`config.mk`:
```
export PLATFORM = sky130hd
export DESIGN_NAME = vend_controller
export DESIGN_NICKNAME = d
export VERILOG_FILES = /design/src/rtl/vend_controller.sv
export SDC_FILE = /design/constraint.sdc
export NUM_CORES = 1
export LEC_CHECK = 0
export CAP_MARGIN = 20
export CORE_ASPECT_RATIO = 1.75
export CORE_UTILIZATION = 40
export CTS_BUF_LIST = sky130_fd_sc_hd__clkbuf_8 sky130_fd_sc_hd__clkbuf_16
export DETAILED_ROUTE_END_ITERATION = 16
export PLACE_DENSITY_LB_ADDON = 0.2
export SLEW_MARGIN = 20
export SYNTH_ARGS = -nofsm -noshare
export SYNTH_HDL_FRONTEND = slang
export SYNTH_SLANG_ARGS = --single-unit
```
`constraint.sdc`:
```
create_clock -name clk -period 3.85 [get_ports clk]
set_clock_uncertainty 0.1 [all_clocks]
set_input_delay 0.5775 -clock clk [delete_from_list [all_inputs] [get_ports clk]]
set_output_delay 0.5775 -clock clk [all_outputs]
set_load 0.02 [all_outputs]
```
`src/rtl/vend_controller.sv`:
```
// Coin vending sequencer: credit, price check, dispense and change handshakes.
// Optional macro TIMEOUT_REFUND_EN refunds idle credit after TIMEOUT_CYC cycles.
module vend_controller #(
    parameter int CREDIT_W    = 4,
    parameter int MAX_CREDIT  = 10,
    parameter int PRICE0      = 3,
    parameter int PRICE1      = 2,
    parameter int PRICE2      = 4,
    parameter int PRICE3      = 1,
    parameter int TIMEOUT_CYC = 1000
) (
    input  logic                clk,
    input  logic                reset_n,
    input  logic                coin_valid,
    input  logic [1:0]          coin,
    input  logic                sel_valid,
    input  logic [1:0]          sel_id,
    input  logic                cancel,
    input  logic                dispense_ack,
    input  logic                pay_ack,
    output logic                dispense_req,
    output logic [1:0]          dispense_id,
    output logic                pay_req,
    output logic [1:0]          pay_coin,
    output logic [CREDIT_W-1:0] credit,
    output logic                busy,
    output logic                coin_reject,
    output logic                insufficient
);

    localparam logic [1:0] IDLE   = 2'd0;
    localparam logic [1:0] CREDIT = 2'd1;
    localparam logic [1:0] VEND   = 2'd2;
    localparam logic [1:0] PAY    = 2'd3;

    logic [1:0]          state;
    logic [CREDIT_W:0]   sum;
    logic [CREDIT_W-1:0] price;
    logic [CREDIT_W-1:0] step;
    logic [1:0]          coin_val;
    logic                coin_live;
    logic                coin_ok;
    logic                accepting;
    logic                in_credit;
    logic                afford;
    logic                do_cancel;
    logic                do_sel;
    logic                sel_refused;
    logic                take_coin;
    logic                timeout;

    // credit doubles as the change remainder once a vend or refund starts
    assign busy = state[1];

`ifdef TIMEOUT_REFUND_EN
    localparam int TW = $clog2(TIMEOUT_CYC + 1);

    logic [TW-1:0] idle_cnt;
    logic          activity;

    assign activity = coin_valid | sel_valid | cancel;
    assign timeout  = (state == CREDIT) && !activity &&
                      (idle_cnt == TW'(TIMEOUT_CYC - 1));

    always_ff @(posedge clk or negedge reset_n) begin
        if (!reset_n) begin
            idle_cnt <= '0;
        end else if (state != CREDIT || activity || timeout) begin
            idle_cnt <= '0;
        end else begin
            idle_cnt <= idle_cnt + 1'b1;
        end
    end
`else
    logic unused_cfg;

    assign timeout    = 1'b0;
    assign unused_cfg = |TIMEOUT_CYC;
`endif

    always_comb begin
        price = CREDIT_W'(PRICE0);
        unique case (sel_id)
            2'd0: price = CREDIT_W'(PRICE0);
            2'd1: price = CREDIT_W'(PRICE1);
            2'd2: price = CREDIT_W'(PRICE2);
            2'd3: price = CREDIT_W'(PRICE3);
        endcase
        coin_live = coin_valid && (coin != 2'b00);
        coin_val  = (coin == 2'b01) ? 2'd1 :
                    (coin == 2'b10) ? 2'd2 : 2'd0;
        sum       = {1'b0, credit} + (CREDIT_W+1)'(coin_val);
        coin_ok   = coin_live && (coin != 2'b11) &&
                    (sum <= (CREDIT_W+1)'(MAX_CREDIT));
        accepting = !state[1];
        in_credit = (state == CREDIT);
        afford    = (credit >= price);
        do_cancel = in_credit && (cancel || timeout);
        do_sel    = in_credit && sel_valid && afford && !do_cancel;
        // price is never zero, so an IDLE selection is always refused
        sel_refused = accepting && sel_valid && !afford && !do_cancel;
        take_coin   = accepting && coin_ok && !do_cancel && !do_sel;
        step = (credit >= CREDIT_W'(2)) ? CREDIT_W'(2) : CREDIT_W'(1);
    end

    always_ff @(posedge clk or negedge reset_n) begin
        if (!reset_n) begin
            state        <= IDLE;
            credit       <= '0;
            dispense_req <= 1'b0;
            dispense_id  <= 2'b00;
            pay_req      <= 1'b0;
            pay_coin     <= 2'b00;
            coin_reject  <= 1'b0;
            insufficient <= 1'b0;
        end else begin
            coin_reject  <= coin_live && !take_coin;
            insufficient <= sel_refused;
            unique case (state)
                IDLE, CREDIT: begin
                    if (do_cancel) begin
                        state <= PAY;
                    end else if (do_sel) begin
                        credit       <= credit - price;
                        dispense_id  <= sel_id;
                        dispense_req <= 1'b1;
                        state        <= VEND;
                    end else if (take_coin) begin
                        credit <= sum[CREDIT_W-1:0];
                        state  <= CREDIT;
                    end
                end
                VEND: begin
                    if (dispense_req && dispense_ack) begin
                        dispense_req <= 1'b0;
                        state <= (credit != '0) ? PAY : IDLE;
                    end
                end
                PAY: begin
                    // one idle cycle separates successive coin requests
                    if (pay_req) begin
                        if (pay_ack) begin
                            pay_req <= 1'b0;
                            credit  <= credit - step;
                            if (credit == step) begin
                                state <= IDLE;
                            end
                        end
                    end else begin
                        pay_req  <= 1'b1;
                        pay_coin <= (step == CREDIT_W'(2)) ? 2'b10 : 2'b01;
                    end
                end
            endcase
        end
    end

endmodule

```
==> results of run 1 <==
through the flow:
stage	setup slack, ps	instance area, sq um	cells	total power (uW)	utilization, %
floorplan	1108	1202	124	729.8	-
global placement	459.9	1414	170	881.6	48.83
detailed placement	376.9	1414	170	890.9	48.83
CTS	643.0	1469	174	1045	50.73
global route	494.1	1469	174	1118	50.73
finish	638.2	1469	174	1034	50.73
registers in the layout, summed over array words and instances (netlist names):
name          count
coin_reject       1
credit            4
dispense_id       2
dispense_req      1
insufficient      1
pay_coin          2
pay_req           1
state             2
logic make-up after synthesis:
kind of cell | count (synthesis) | share of synthesized area (%)
simple gates | 44 | 20.19
compound gates | 35 | 24.04
flops | 14 | 29.14
buf+inv | 13 | 7.284
fa+ha+maj | 11 | 13.32
mux | 5 | 4.578
xor+xnor | 2 | 1.457
power by group through the flow:
stage,clock network (uW),logic [uW],registers (uW)
2_1_floorplan,0,428,301
3_3_place_gp,0,587,295
3_5_place_dp,0,595,296
4_1_cts,155,597,293
5_1_grt,158,654,306
6_report,148,593,293
cells in the final DEF (no fill, tap or decap), drive strengths merged, types with 4 or more instances in the layout:
master         netlist  routed
o21ai                8       8
clkdlybuf4s50        0      23
mux2                 4       4
a31oi                4       4
nand2               13      13
dfrtp               14      14
clkbuf               0       4
nand3                5       5
inv                  7       7
ha                   8       8
nor2                 9       9
nor2b                4       4
path summary, 6_finish.rpt:
path                                      from              to  slack, ps
worst max-delay path                 sel_id[1]       credit[0]        640
worst min-delay path            dispense_id[0]  dispense_id[0]        380
worst max register to register       credit[2]       credit[2]       1110
worst min register to register  dispense_id[0]  dispense_id[0]        380
max in group asynchronous              reset_n       credit[0]       2590
min in group asynchronous              reset_n  dispense_id[0]        630
cell type report:
| class | count | share of cell area (%) |
|---|---|---|
| clock buffer | 4 | 3.748 |
| multi-input combinational | 97 | 52.04 |
| timing repair buffer | 24 | 16.18 |
| inverter | 7 | 1.789 |
| tap | 28 | 2.385 |
| sequential | 14 | 23.85 |
metal layers:
metal	track usage, %	vias to the layer above
li1	-	494
met1	20.27	492
met2	35.86	24
met3	1.699	5
met4	10.42	0
met5	0	-
critical path, stage by stage:
cell and delay, ps:
clkdlybuf4s50_1 490, ha_1 320, ha_1 130, inv_1 50, fa_1 410, a211o_4 370
o21ai_4 260, o21ai_2 130, nor2_4 140, mux2_2 350
==> impl_metrics.py, run 1 <==
metrics = {
    "outcome": {
        "violations": "DRC",
        "status": "finished with violations",
    },
    "grt": {
        "antenna_found_initial": 0,
        "grt_pass1_vias": 965,
        "grt_max_degree": 16,
        "gr-total-overflow": 0,
        "grt_pass1_wl_um": 4450,
        "track_usage_pct": 19.06,
    },
    "place": {
        "gp_congestion": 0.7450,
        "portBuffers": 23,
        "hpwl_um": 2091,
    },
    "routing": {
        "drtPass1Iterations": 10,
        "drc": 4,
        "dr_wl_met2_um": 1446,
        "vias": 1015,
        "drt-total-wl_um": 2686,
        "drtAntennaViolNets": 0,
        "wl_per_cell_um": 15.44,
        "drtIter0Drc": 25,
        "met3_wirelength_um": 71,
        "wl_met1_um": 1104,
        "highest_layer": "met4",
        "viasPerCell": 5.833,
    },
    "power": {
        "power.share.combinational_pct": 57.4,
        "p_leak_uw": 0.0006108,
        "switching_power_uw": 463.7,
        "peakVddDrop_v": 0.0003871,
        "power_switching_share_pct": 44.82,
        "clockPowerShare_pct": 14.3,
        "power_frac_seq_pct": 28.3,
        "intPower_uw": 570.7,
        "cellPowerDensity_nw_per_um2": 704.2,
    },
    "synth": {
        "yosysWarnings": 0,
        "ys_ff_latch": 14,
        "syn_area_per_cell_sq_um": 9.697,
        "async_reset_ff_share_pct": 100.0,
        "synth_cell_types": 49,
        "synth_common_cells": "14 x dfrtp_1, 12 x nand2_1, 8 x ha_1, 8 x nor2_1, 7 x inv_1",
        "syn-num-nets": 146,
        "synth_area_leaders": "dfrtp_1 29%, ha_1 8.3%, fa_1 5.0%",
        "synth_area_sq_um": 1202,
        "synth_ff_type": "dfrtp_1",
        "synthMostInstantiatedCell": "dfrtp_1",
        "ys_seq_area_share_pct": 29.14,
        "synth-edff-count": 0,
        "yosys.area.top_type": "dfrtp_1",
        "syn_inst": 124,
        "synth_top_cell_area_share_pct": 29.14,
    },
    "final_layout": {
        "multiInputGateArea_sq_um": 764.5,
        "seq_area_sq_um": 350.3,
        "nFillCells": 278,
        "area_growth_pct": 22.16,
        "antenna_cells": 0,
        "nNetsFinal": 169,
        "drive_gt1_share_pct": 14.38,
    },
    "clock_network": {
        "holdBufCountCts": 0,
        "cts_made_buffers": 3,
        "cts_tree": "done",
        "cts_root_buffer": "clkbuf_8",
        "cts_sinks": 14,
        "clkLatencyLatePin_ps": 250,
        "cts_resized": 0,
        "clockBufferDepth": 2,
        "cts.htree.levels": 1,
        "path_clk_slew_ps": 60,
        "post-cts-setup-buffers": 0,
    },
    "sta": {
        "hold_viol": 0,
        "tightest_slew_ps": 663.6,
        "finalSetupTns_ps": 0,
        "max_slew_margin_pct": 55.62,
        "slew_viol_final": 0,
        "rsz0062_at_grt": "false",
        "max_freq_mhz": 311.4,
        "period_minus_slack_ps": 3212,
        "setup_violations": 0,
        "finalCritPeriodShare_pct": 83.42,
        "holdWs_ps": 377.0,
    },
    "worst_setup_path": {
        "setup.worst_path.start_class": "primary input",
        "crit_required_ps": 3890,
        "worstSetupEndpointType": "flip-flop",
        "crit_type": "primary input to flip-flop",
        "reg2reg_depth": 7,
        "cp_max_fo": 9,
        "critPathArrivalTime_ps": 3250,
    },
    "floorplanning": {
        "ios": 24,
        "row_count": 26,
        "die-area_sq_um": 3238,
        "core-area_sq_um": 2895,
        "die_x_um": 43.45,
        "die-height_um": 74.53,
        "initial_core_util_pct": 41.53,
    },
    "hold_path": {
        "worstHoldPathCells": 2,
        "hold_class": "flip-flop to flip-flop",
    },
    "job": {
        "maxCapViolCount": 0,
    },
}
Power figures use the tool's default switching activity.
==> inputs of run 2 (changes only) <==
clock period = 2.8 ns   (was 3.85 ns; I/O delays follow)
==> run 2 against run 1 <==
Compared with the run above: clock power rose by 39%; combinational power rose by 70%; the flow still finishes with violations (DRC); setup slack worse by 490 ps; utilization is 5.7 points higher; cell count rose by 11%.
==> impl_metrics.py, run 2 (same netlist as run 1, synthesis figures left out) <==
metrics = {
    "outcome": {
        "status": "finished with violations",
        "violations": "DRC",
    },
    "final_layout": {
        "area_growth_pct": 35.80,
        "drive_gt1_share_pct": 27.11,
        "final_cell_mix": "21 x clkdlybuf4s50_1, 20 x buf_4, 14 x dfrtp_1, 12 x nand2_1, 8 x nor2_1",
        "largest_register": "credit",
        "nFillCells": 269,
        "largest_register_ffs": 4,
        "seq_area_sq_um": 350.3,
        "multiInputGateArea_sq_um": 777.0,
        "final_area_sq_um": 1633,
        "nNetsFinal": 189,
        "mostFrequentLayoutCell": "clkdlybuf4s50_1",
        "antenna_cells": 0,
    },
    "sta": {
        "max_slew_margin_pct": 54.50,
        "hold_viol": 0,
        "timing.final.ws_setup_ps": 146.2,
        "period_minus_slack_ps": 2654,
        "slew_viol_final": 0,
        "tightest_slew_ps": 680.3,
        "finalCritPeriodShare_pct": 94.78,
        "rsz0062_at_grt": "false",
        "max_freq_mhz": 376.8,
        "setup_violations": 0,
        "finalSetupTns_ps": 0,
        "holdWs_ps": 371.6,
    },
    "floorplanning": {
        "die_x_um": 43.45,
        "die-height_um": 74.53,
        "row_count": 26,
        "initial_core_util_pct": 41.53,
        "die-area_sq_um": 3238,
        "ios": 24,
        "core-area_sq_um": 2895,
    },
    "worst_setup_path": {
        "crit_type": "primary input to flip-flop",
        "slowest_stage": "clkdlybuf4s50_1",
        "slowest_delay_ps": 500,
        "worstSetupEndpointType": "flip-flop",
        "crit_required_ps": 2860,
        "worstPathCellList": "clkdlybuf4s50_1 -> nor2b_1 -> ha_1 -> fa_1 -> or2_2 -> a22oi_4 -> o21a_4 -> nor2_4 -> buf_4 -> o31ai_1",
        "cp_max_fo": 4,
        "path_buf_inv": 2,
        "critPathArrivalTime_ps": 2710,
        "setup.worst_path.start_class": "primary input",
        "cp_top_family": "buffers and inverters",
    },
    "grt": {
        "antenna_found_initial": 0,
        "grt_max_degree": 15,
        "track_usage_pct": 21.72,
        "grt_pass1_wl_um": 5223,
        "gr-total-overflow": 0,
        "grt_pass1_vias": 1141,
    },
    "routing": {
        "drtPass1Iterations": 10,
        "wl_per_cell_um": 15.72,
        "vias": 1110,
        "highest_layer": "met4",
        "dr_wl_met2_um": 1713,
        "viasPerCell": 5.722,
        "met3_wirelength_um": 98,
        "drtIter0Drc": 38,
        "drc": 4,
        "drt-total-wl_um": 3050,
        "drtAntennaViolNets": 0,
        "wl_met1_um": 1146,
    },
    "place": {
        "portBuffers": 23,
        "gp_congestion": 0.8681,
        "hpwl_um": 2389,
        "post-place-ws_ps": -396.0,
        "dpl_cell_area_sq_um": 1556,
    },
    "hold_path": {
        "hold_class": "flip-flop to flip-flop",
    },
    "clock_network": {
        "path_clk_slew_ps": 60,
        "clockBufferDepth": 2,
        "cts.htree.levels": 1,
        "cts_made_buffers": 3,
        "cts_sinks": 14,
        "cts_tree": "done",
        "clkLatencyLatePin_ps": 250,
        "cts_root_buffer": "clkbuf_8",
    },
    "power": {
        "cellPowerDensity_nw_per_um2": 969.5,
        "p_leak_uw": 0.0007188,
        "peakVddDrop_v": 0.0004378,
    },
    "job": {
        "maxCapViolCount": 0,
    },
}
-- run 2: changes by cell type in the layout (fill, tap and decap cells not counted), sizes merged --
cell	previous run	this run
buf	1	21
clkdlybuf4s50	23	21
dlygate4sd2	0	2
-- run 2: per-stage QoR --
step                std cells  utilization [%]  total power [uW]
finish                    194            56.40              1583
global route              194            56.40              1699
CTS                       194            56.40              1591
detailed placement        189            53.76              1341
global placement          189            53.76              1318
floorplan                 124                -              1003
-- run 2: routing by layer --
metal,vias to the layer above,track usage (%)
li1,538,-
met1,530,23.10
met2,33,41.41
met3,9,2.184
met4,0,10.42
met5,-,0
-- run 2: cell type report --
class,instances,share of cell area (%)
multi-input cells,97,47.59
repair buffers,44,23.83
well taps,28,2.146
inverters,7,1.609
flip-flops and latches,14,21.46
clock buffers,4,3.372
-- run 2: worst min-delay path, cell delays in order, from the launching register on --
cell and delay, ps:
dfrtp_1 340, nand2_1 50, nand2_1 50
-- run 2: worst paths after layout --
check	start	end	slack, ps	cells past startpoint
max in group asynchronous	reset_n	credit[0]	1690	1
setup / recovery	coin[1]	credit[2]	150	10
min in group asynchronous	reset_n	credit[2]	480	1
hold reg to reg	dispense_id[1]	dispense_id[1]	370	2
hold / removal	dispense_id[1]	dispense_id[1]	370	2
setup reg to reg	credit[0]	credit[0]	260	10
-- run 2: timing repair --
action                                  in CTS  in global routing
endpoints found under the hold margin        0                  0
endpoints found under the setup margin       5                  0
resized for setup                            8                  0
buffers inserted                             1                  0
hold buffers                                 0                  0
-- run 2: power breakdown --
group          switching (uW)  internal [uW]
Combinational             516            498
Clock                    79.7            125
Sequential               93.1            272
==> inputs of run 3 (changes only) <==
CELL_PAD_IN_SITES_DETAIL_PLACEMENT = 0   (was not set)
CELL_PAD_IN_SITES_GLOBAL_PLACEMENT = 1   (was not set)
CORE_UTILIZATION = 35   (was 40)
MAX_ROUTING_LAYER = met4   (was not set)
PLACE_DENSITY_LB_ADDON = 0.1   (was 0.2)
==> run 3 against run 2 <==
Compared with the run above: worst hold slack better by 13 ps; critical endpoint is now dispense_id[0]; via count is 3.9% higher; die area grew 14%; critical path depth increased by 9; fmax is 2.2% lower; largest power group unchanged; non-clock buffer count up 11; cell count grew 13%; sequential cell count unchanged; clock power shrank 5%; the flow now finishes without violations; first-iteration DRC count down 71%.
==> impl_metrics.py, run 3 (same netlist as run 1, synthesis figures left out) <==
metrics = {
    "final_layout": {
        "largest_register": "credit",
        "antenna_cells": 0,
        "final_cell_mix": "32 x buf_4, 21 x clkdlybuf4s50_1, 14 x dfrtp_1, 12 x nand2_1, 8 x nor2_1",
        "drive_gt1_share_pct": 31.64,
        "largest_register_ffs": 4,
        "nNetsFinal": 200,
        "fin_cells": 220,
        "area_growth_pct": 43.91,
        "mostFrequentLayoutCell": "buf_4",
    },
    "place": {
        "portBuffers": 23,
        "hpwl_um": 2481,
        "gp_congestion": 0.7423,
        "post-place-ws_ps": -335.8,
        "placed_cells": 198,
    },
    "grt": {
        "track_usage_pct": 20.63,
        "grt_pass1_wl_um": 5409,
        "grt_max_degree": 15,
        "grt_pass1_vias": 1211,
        "gr-total-overflow": 0,
        "antenna_found_initial": 0,
    },
    "clock_network": {
        "cts_tree": "done",
        "clkLatencyLatePin_ps": 240,
        "cts_made_buffers": 3,
        "cts.htree.levels": 1,
        "clockBufferDepth": 2,
        "path_clk_slew_ps": 60,
        "cts_root_buffer": "clkbuf_8",
        "cts_sinks": 14,
    },
    "sta": {
        "max_freq_mhz": 368.6,
        "hold_viol": 0,
        "tightest_slew_ps": 697.3,
        "finalSetupTns_ps": 0,
        "period_minus_slack_ps": 2713,
        "timing.final.ws_setup_ps": 87.24,
        "max_slew_margin_pct": 53.37,
        "slew_viol_final": 0,
        "finalCritPeriodShare_pct": 96.88,
        "rsz0062_at_grt": "false",
        "setup_violations": 0,
    },
    "floorplanning": {
        "die_x_um": 46.31,
        "row_count": 27,
        "die-area_sq_um": 3683,
        "ios": 24,
        "core-area_sq_um": 3209,
        "initial_core_util_pct": 37.47,
        "die-height_um": 79.54,
    },
    "power": {
        "peakVddDrop_v": 0.0004932,
        "p_total_uw": 1558,
        "p_leak_uw": 0.0007678,
        "cellPowerDensity_nw_per_um2": 900.1,
    },
    "outcome": {
        "status": "finished clean",
    },
    "routing": {
        "vias": 1153,
        "drc": 0,
        "drtAntennaViolNets": 0,
        "drt-total-wl_um": 3349,
        "viasPerCell": 5.241,
        "wl_per_cell_um": 15.22,
        "drtIter0Drc": 11,
        "drtPass1Iterations": 4,
    },
    "worst_setup_path": {
        "worstSetupEndpointType": "flip-flop",
        "reg2reg_setup_slack_ps": 200,
        "setup.worst_path.start_class": "primary input",
        "crit_required_ps": 2860,
        "critPathArrivalTime_ps": 2770,
        "cp_max_fo": 2,
        "crit_type": "primary input to flip-flop",
    },
    "hold_path": {
        "hold_class": "flip-flop to flip-flop",
    },
    "job": {
        "maxCapViolCount": 0,
    },
}
## run 3: changes by cell type in the layout (fill, tap and decap cells not counted)
cell	delta
buf_4	+12
buf_6	-1
## run 3: area by class of cell
| type | instances | area [sq um] |
|---|---|---|
| clock buffer | 4 | 55.05 |
| fill | 307 | 1479 |
| inverter | 7 | 26.28 |
| multi-input combinational | 97 | 777.0 |
| sequential | 14 | 350.3 |
| tap | 43 | 53.80 |
| timing repair buffer | 55 | 467.9 |
## run 3: where the power goes
group          switching [uW]  leakage [uW]  internal [uW]
clock network            71.0     0.0000288            124
registers                 105      0.000165            271
logic                     500      0.000574            486
total                     676      0.000768            882
## run 3: final timing paths
check                                  to      startpoint  cells past startpoint
min in group asynchronous    insufficient         reset_n                      1
max reg2reg                     credit[1]       credit[0]                     10
min                        dispense_id[1]  dispense_id[1]                      2
max in group asynchronous        state[0]         reset_n                      1
min reg2reg                dispense_id[1]  dispense_id[1]                      2
max                        dispense_id[0]       sel_id[0]                     19
## run 3: critical path: stages
cell and delay (ps):
dlygate4sd2_1 200, inv_1 50, buf_4 130, buf_4 130
buf_4 120, buf_4 120, buf_4 120, buf_4 120
buf_4 120, buf_4 120, buf_4 120, buf_4 120
buf_4 120, buf_4 120, buf_4 120, buf_4 120
buf_4 120, buf_4 120, o21ai_0 170
## run 3: repair_timing
action                                 CTS  global route
resized for setup                        7             0
setup buffers                           18             0
setup endpoints to repair                4             0
endpoints found under the hold margin    0             0
hold buffers                             0             0
## run 3: per-layer routing
layer	routed length (um)	global-route usage (%)	up-vias
met5	0	-	-
met1	1240	20.76	559
met3	71	2.715	8
met4	98	6.176	0
li1	-	-	562
met2	1938	38.33	24
## run 3: stage by stage
stage / hold WS, ps / utilization (%) / area (sq um)
floorplan: 24.41 / - / 1202
global placement: 362.0 / 47.68 / 1530
detailed placement: 376.2 / 47.68 / 1530
CTS: 392.1 / 53.92 / 1730
global route: 433.6 / 53.92 / 1730
finish: 384.3 / 53.92 / 1730
==> variant 1: new RTL, config.mk and constraints of run 3 <==
Add a define of `TIMEOUT_REFUND_EN`.
--- a/src/rtl/vend_controller.sv
+++ b/src/rtl/vend_controller.sv
@@ -2,2 +2,4 @@
 // Optional macro TIMEOUT_REFUND_EN refunds idle credit after TIMEOUT_CYC cycles.
+`define TIMEOUT_REFUND_EN
+
 module vend_controller #(
Function: no difference found for any inputs over 10 cycles, from zero or initial values and one cycle with reset_n low; that may be too few to reach the edited logic, so the function may still have changed.
==> variant 1 against run 3 <==
  * Wire length rose by 27%
  * Sequential power rose by 31%
  * First-iteration DRC count rose by 120%
  * Setup slack improved by 19 ps
  * Core utilization fell by 4.8 points
  * Power rose by 37%
  * Area after synthesis rose by 40%
  * Global-route usage fell by 0.92 points
  * Die area rose by 38%
  * Cell area rose by 32%
  * Sequential cell count rose by 10
  * Largest cell class unchanged
==> variant 1: results (changes against run 3) <==
CRITICAL PATH
--------------------------------------------------------------------------------------------------------
Worst setup slack for register-to-register paths ..........................................       170 ps   -30 ps
Data arrival time of the critical path ....................................................      2760 ps   about the same
Worst-path maximum fanout .................................................................            4   +2
Crit-path leading delay family ............................................................ simple AND/OR/NAND/NOR gates
Capture point of the critical path ........................................................    credit[1]

CLOCKING
--------------------------------------------------------------------------------------------------------
Number of clock sinks seen by CTS .........................................................           24   +10
Post-CTS resize count .....................................................................           19   +12
Post-CTS clock slew at the launch and capture registers of the worst setup and hold paths .        90 ps   +30 ps
Clock latency of the later-clocked register in the worst-skew pair ........................       270 ps   +30 ps

MIN PATH
--------------------------------------------------------------------------------------------------------
Worst hold endpoint .......................................................................  coin_reject
Startpoint of the worst hold path .........................................................      coin[0]

GLOBAL ROUTE
--------------------------------------------------------------------------------------------------------
GRT Total Usage ...........................................................................       19.71%   -0.92 points
Maximum number of pins on one net before global-route repair ..............................           25   +10
Vias in the first global route ............................................................         1519   +25%
Global routing usage on met3 ..............................................................       2.276%   -0.44 points
Global-route wire length before repair ....................................................      6886 um   +27%

LAYOUT
--------------------------------------------------------------------------------------------------------
Filler cell count in the final layout .....................................................          456   +49%
Non-clock buffer count in the final layout ................................................           57   +3.6%
Clock Network Area Fraction ...............................................................       2.402%   -0.78 points
Data buffer area share ....................................................................       20.31%   -6.7 points
Register fraction of the total cell area ..................................................       26.20%   +6.0 points

LOGIC SYNTHESIS
--------------------------------------------------------------------------------------------------------
Number of distinct library cells after synthesis ..........................................           43   -12%
Most instantiated cells after synthesis ................................................... sky130_fd_sc_hd__dfrtp_1 (24), sky130_fd_sc_hd__nor2_1 (24), sky130_fd_sc_hd__inv_1 (17)
Synthesized Nets ..........................................................................          200   +37%
Average cell area after synthesis .........................................................   9.595 um^2   -1.1%
Compound-Gate Fraction of Synth Area ......................................................       15.13%   -8.9 points

PWR
--------------------------------------------------------------------------------------------------------
Peak supply drop ..........................................................................     618.1 uV   +25%
Share of power burned in the clock network ................................................        11.3%   -1.2 points
Fraction of power spent switching nets ....................................................       41.31%   -2.1 points
Leakage power total .......................................................................     1.007 nW   +31%

ROUTE
--------------------------------------------------------------------------------------------------------
Drt total wl ..............................................................................      4260 um   +27%
Met1 wire length ..........................................................................      1502 um   +21%
Met2 Wirelength ...........................................................................      2535 um   +31%

PLACEMENT
--------------------------------------------------------------------------------------------------------
# placed instances ........................................................................          273   +38%
Estimated wirelength of the detail-placed design ..........................................      3357 um   +35%

RUN STATUS
--------------------------------------------------------------------------------------------------------
Result of the run ......................................................................... finished, final reports clean

[variant 1: changes by cell type in the layout (fill, tap and decap cells not counted), moves of 3 or more]
| cell | before | now |
|---|---|---|
| sky130_fd_sc_hd__nor2_1 | 8 | 23 |
| sky130_fd_sc_hd__dfrtp_1 | 14 | 24 |
| sky130_fd_sc_hd__inv_1 | 6 | 13 |
| sky130_fd_sc_hd__a21oi_1 | 3 | 9 |
| sky130_fd_sc_hd__nand3_1 | 4 | 10 |
| sky130_fd_sc_hd__a31oi_1 | 4 | 0 |
| sky130_fd_sc_hd__nand2_1 | 12 | 8 |
| sky130_fd_sc_hd__xor2_1 | 1 | 5 |
| sky130_fd_sc_hd__and3_1 | 3 | 0 |
| sky130_fd_sc_hd__inv_2 | 1 | 4 |
| sky130_fd_sc_hd__nor2b_1 | 4 | 1 |
| sky130_fd_sc_hd__or4_1 | 0 | 3 |
==> variant 2: new RTL, flow settings as in run 3 <==
Made on the original files. Register the output `credit` once more, with the module's reset; this adds one clock of latency there. The other outputs are not delayed to match. Comments in the files are not updated.
--- a/src/rtl/vend_controller.sv
+++ b/src/rtl/vend_controller.sv
@@ -34,2 +34,4 @@
     localparam logic [1:0] PAY    = 2'd3;
+
+    logic [CREDIT_W-1:0] credit_s0;
 
@@ -91,3 +93,3 @@
                     (coin == 2'b10) ? 2'd2 : 2'd0;
-        sum       = {1'b0, credit} + (CREDIT_W+1)'(coin_val);
+        sum       = {1'b0, credit_s0} + (CREDIT_W+1)'(coin_val);
         coin_ok   = coin_live && (coin != 2'b11) &&
@@ -96,3 +98,3 @@
         in_credit = (state == CREDIT);
-        afford    = (credit >= price);
+        afford    = (credit_s0 >= price);
         do_cancel = in_credit && (cancel || timeout);
@@ -102,3 +104,3 @@
         take_coin   = accepting && coin_ok && !do_cancel && !do_sel;
-        step = (credit >= CREDIT_W'(2)) ? CREDIT_W'(2) : CREDIT_W'(1);
+        step = (credit_s0 >= CREDIT_W'(2)) ? CREDIT_W'(2) : CREDIT_W'(1);
     end
@@ -108,3 +110,3 @@
             state        <= IDLE;
-            credit       <= '0;
+            credit_s0    <= '0;
             dispense_req <= 1'b0;
@@ -123,3 +125,3 @@
                     end else if (do_sel) begin
-                        credit       <= credit - price;
+                        credit_s0    <= credit_s0 - price;
                         dispense_id  <= sel_id;
@@ -128,3 +130,3 @@
                     end else if (take_coin) begin
-                        credit <= sum[CREDIT_W-1:0];
+                        credit_s0 <= sum[CREDIT_W-1:0];
                         state  <= CREDIT;
@@ -135,3 +137,3 @@
                         dispense_req <= 1'b0;
-                        state <= (credit != '0) ? PAY : IDLE;
+                        state <= (credit_s0 != '0) ? PAY : IDLE;
                     end
@@ -143,4 +145,4 @@
                             pay_req <= 1'b0;
-                            credit  <= credit - step;
-                            if (credit == step) begin
+                            credit_s0 <= credit_s0 - step;
+                            if (credit_s0 == step) begin
                                 state <= IDLE;
@@ -157,2 +159,10 @@
 
+    always_ff @(posedge clk or negedge reset_n) begin
+        if (!reset_n) begin
+            credit <= '0;
+        end else begin
+            credit <= credit_s0;
+        end
+    end
+
 endmodule
Formal check against the unedited RTL: not equivalent (Yosys sat finds a counterexample within 4 cycles, from zero or initial values and one cycle with reset_n low).
==> variant 2 against run 3 <==
  * Clock power rose by 15%
  * Area after synthesis rose by 6.6%
  * Synthesized cell count rose by 8.1%
  * Setup slack improved by 190 ps
  * Sequential share of layout area rose by 5.8 points
  * Global-route usage fell by 0.82 points
  * Wire length fell by 1.1%
  * Cell area barely moved
  * Sequential cell count rose by 4
  * Worst hold slack got worse by 51 ps
  * Core utilization fell by 3.6 points
  * Critical path depth fell by 7
  * Power rose by 17%
  * Critical path type unchanged
  * Highest routed layer unchanged
==> variant 2: results (changes against run 3) <==
RUN STATUS
--------------------------------------------------------------------------------------------------------
Result of the run ......................................................................... finished, final reports clean

ROUTE
--------------------------------------------------------------------------------------------------------
Wire length on met3 .......................................................................       123 um   +73%
Met1 wire length ..........................................................................      1246 um   +0.48%
Detailed router's first-iteration violation count .........................................           81   +70
Vias per inst .............................................................................        5.437   +3.7%

GLOBAL ROUTE
--------------------------------------------------------------------------------------------------------
Global routing usage on met3 ..............................................................       2.198%   -0.52 points
GR Layer Usage met1 .......................................................................       22.42%   +1.7 points
Met2 Track Usage GR .......................................................................       32.97%   -5.4 points

LAYOUT
--------------------------------------------------------------------------------------------------------
Filler cell count in the final layout .....................................................          370   +21%
Signal inverters ..........................................................................            9   +2
# nets final ..............................................................................          195   -2.5%
Clock Network Area Fraction ...............................................................       3.184%   about the same
Register fraction of the total cell area ..................................................       26.05%   +5.8 points
Area growth from synthesis to layout ......................................................       34.96%
Proportion of layout cells with a drive suffix above 1 ....................................       19.41%   -12 points

MIN PATH
--------------------------------------------------------------------------------------------------------
Startpoint of the worst hold path ......................................................... credit_s0[0]
Worst hold endpoint .......................................................................    credit[0]

CRITICAL PATH
--------------------------------------------------------------------------------------------------------
Crit-path leading delay family ............................................................ compound AO/OA/AOI/OAI gates
Worst R2R Start ........................................................................... credit_s0[0]
Worst reg2reg path depth ..................................................................            9   -1
Number of buffers and inverters on the critical path ......................................            4   -14
Crit path largest cell delay ..............................................................       390 ps   +190 ps
Crit Reg-Reg Endpoint ..................................................................... credit_s0[2]
Worst setup slack for register-to-register paths ..........................................       340 ps   +140 ps

PLACEMENT
--------------------------------------------------------------------------------------------------------
Estimated wirelength of the detail-placed design ..........................................      2486 um   +0.18%
Post-place instance area .................................................................. 0.001617 mm^2   +5.6%
Final GP Congestion .......................................................................       0.8937   +20%

CLOCKING
--------------------------------------------------------------------------------------------------------
Clock latency of the later-clocked register in the worst-skew pair ........................       270 ps   +30 ps
Post-CTS clock slew at the launch and capture registers of the worst setup and hold paths .        80 ps   +20 ps

STA
--------------------------------------------------------------------------------------------------------
Headroom to the max-slew limit ............................................................       45.28%   -8.1 points
Worst hold margin .........................................................................     333.6 ps   -50.73 ps
Upper clock frequency limit ...............................................................   0.3971 GHz   +7.7%

LOGIC SYNTHESIS
--------------------------------------------------------------------------------------------------------
Part of the Yosys area used for sequential elements .......................................       35.16%   +6.0 points
Dominant cells by area after synthesis .................................................... sky130_fd_sc_hd__dfrtp_1 (35%), sky130_fd_sc_hd__ha_1 (9.8%), sky130_fd_sc_hd__fa_1 (4.7%), sky130_fd_sc_hd__a21oi_1 (3.9%), sky130_fd_sc_hd__nor2_1 (3.5%)

PWR
--------------------------------------------------------------------------------------------------------
Power in combinational cells ..............................................................      1.09 mW   +11%
Peak supply drop ..........................................................................     523.4 uV   +6.1%

-- variant 2: cell types whose count changed in the layout (fill, tap and decap cells not counted), moves of 4 or more --
cell / change
sky130_fd_sc_hd__a31oi_1: -4
sky130_fd_sc_hd__dfrtp_1: +4
sky130_fd_sc_hd__buf_4: -20
sky130_fd_sc_hd__a21oi_1: +6
-- variant 2: timing repair --
item	CTS	global route
pin swaps	3	5
buffers inserted	0	0
endpoints found under the setup margin	4	7
resized for setup	3	10
gates cloned	1	0
endpoints found under the hold margin	0	0
hold buffers	0	0
-- variant 2: cell families after synthesis --
logic type,count (synthesis)
simple gates,47
compound gates,37
flops,18
buf+inv,13
fa+ha+maj,13
mux,4
xor+xnor,2
-- variant 2: stage by stage --
step	utilization (%)	std cells
floorplan	-	134
global placement	47.08	210
detailed placement	47.08	210
CTS	49.31	215
global route	50.36	215
finish	50.36	215
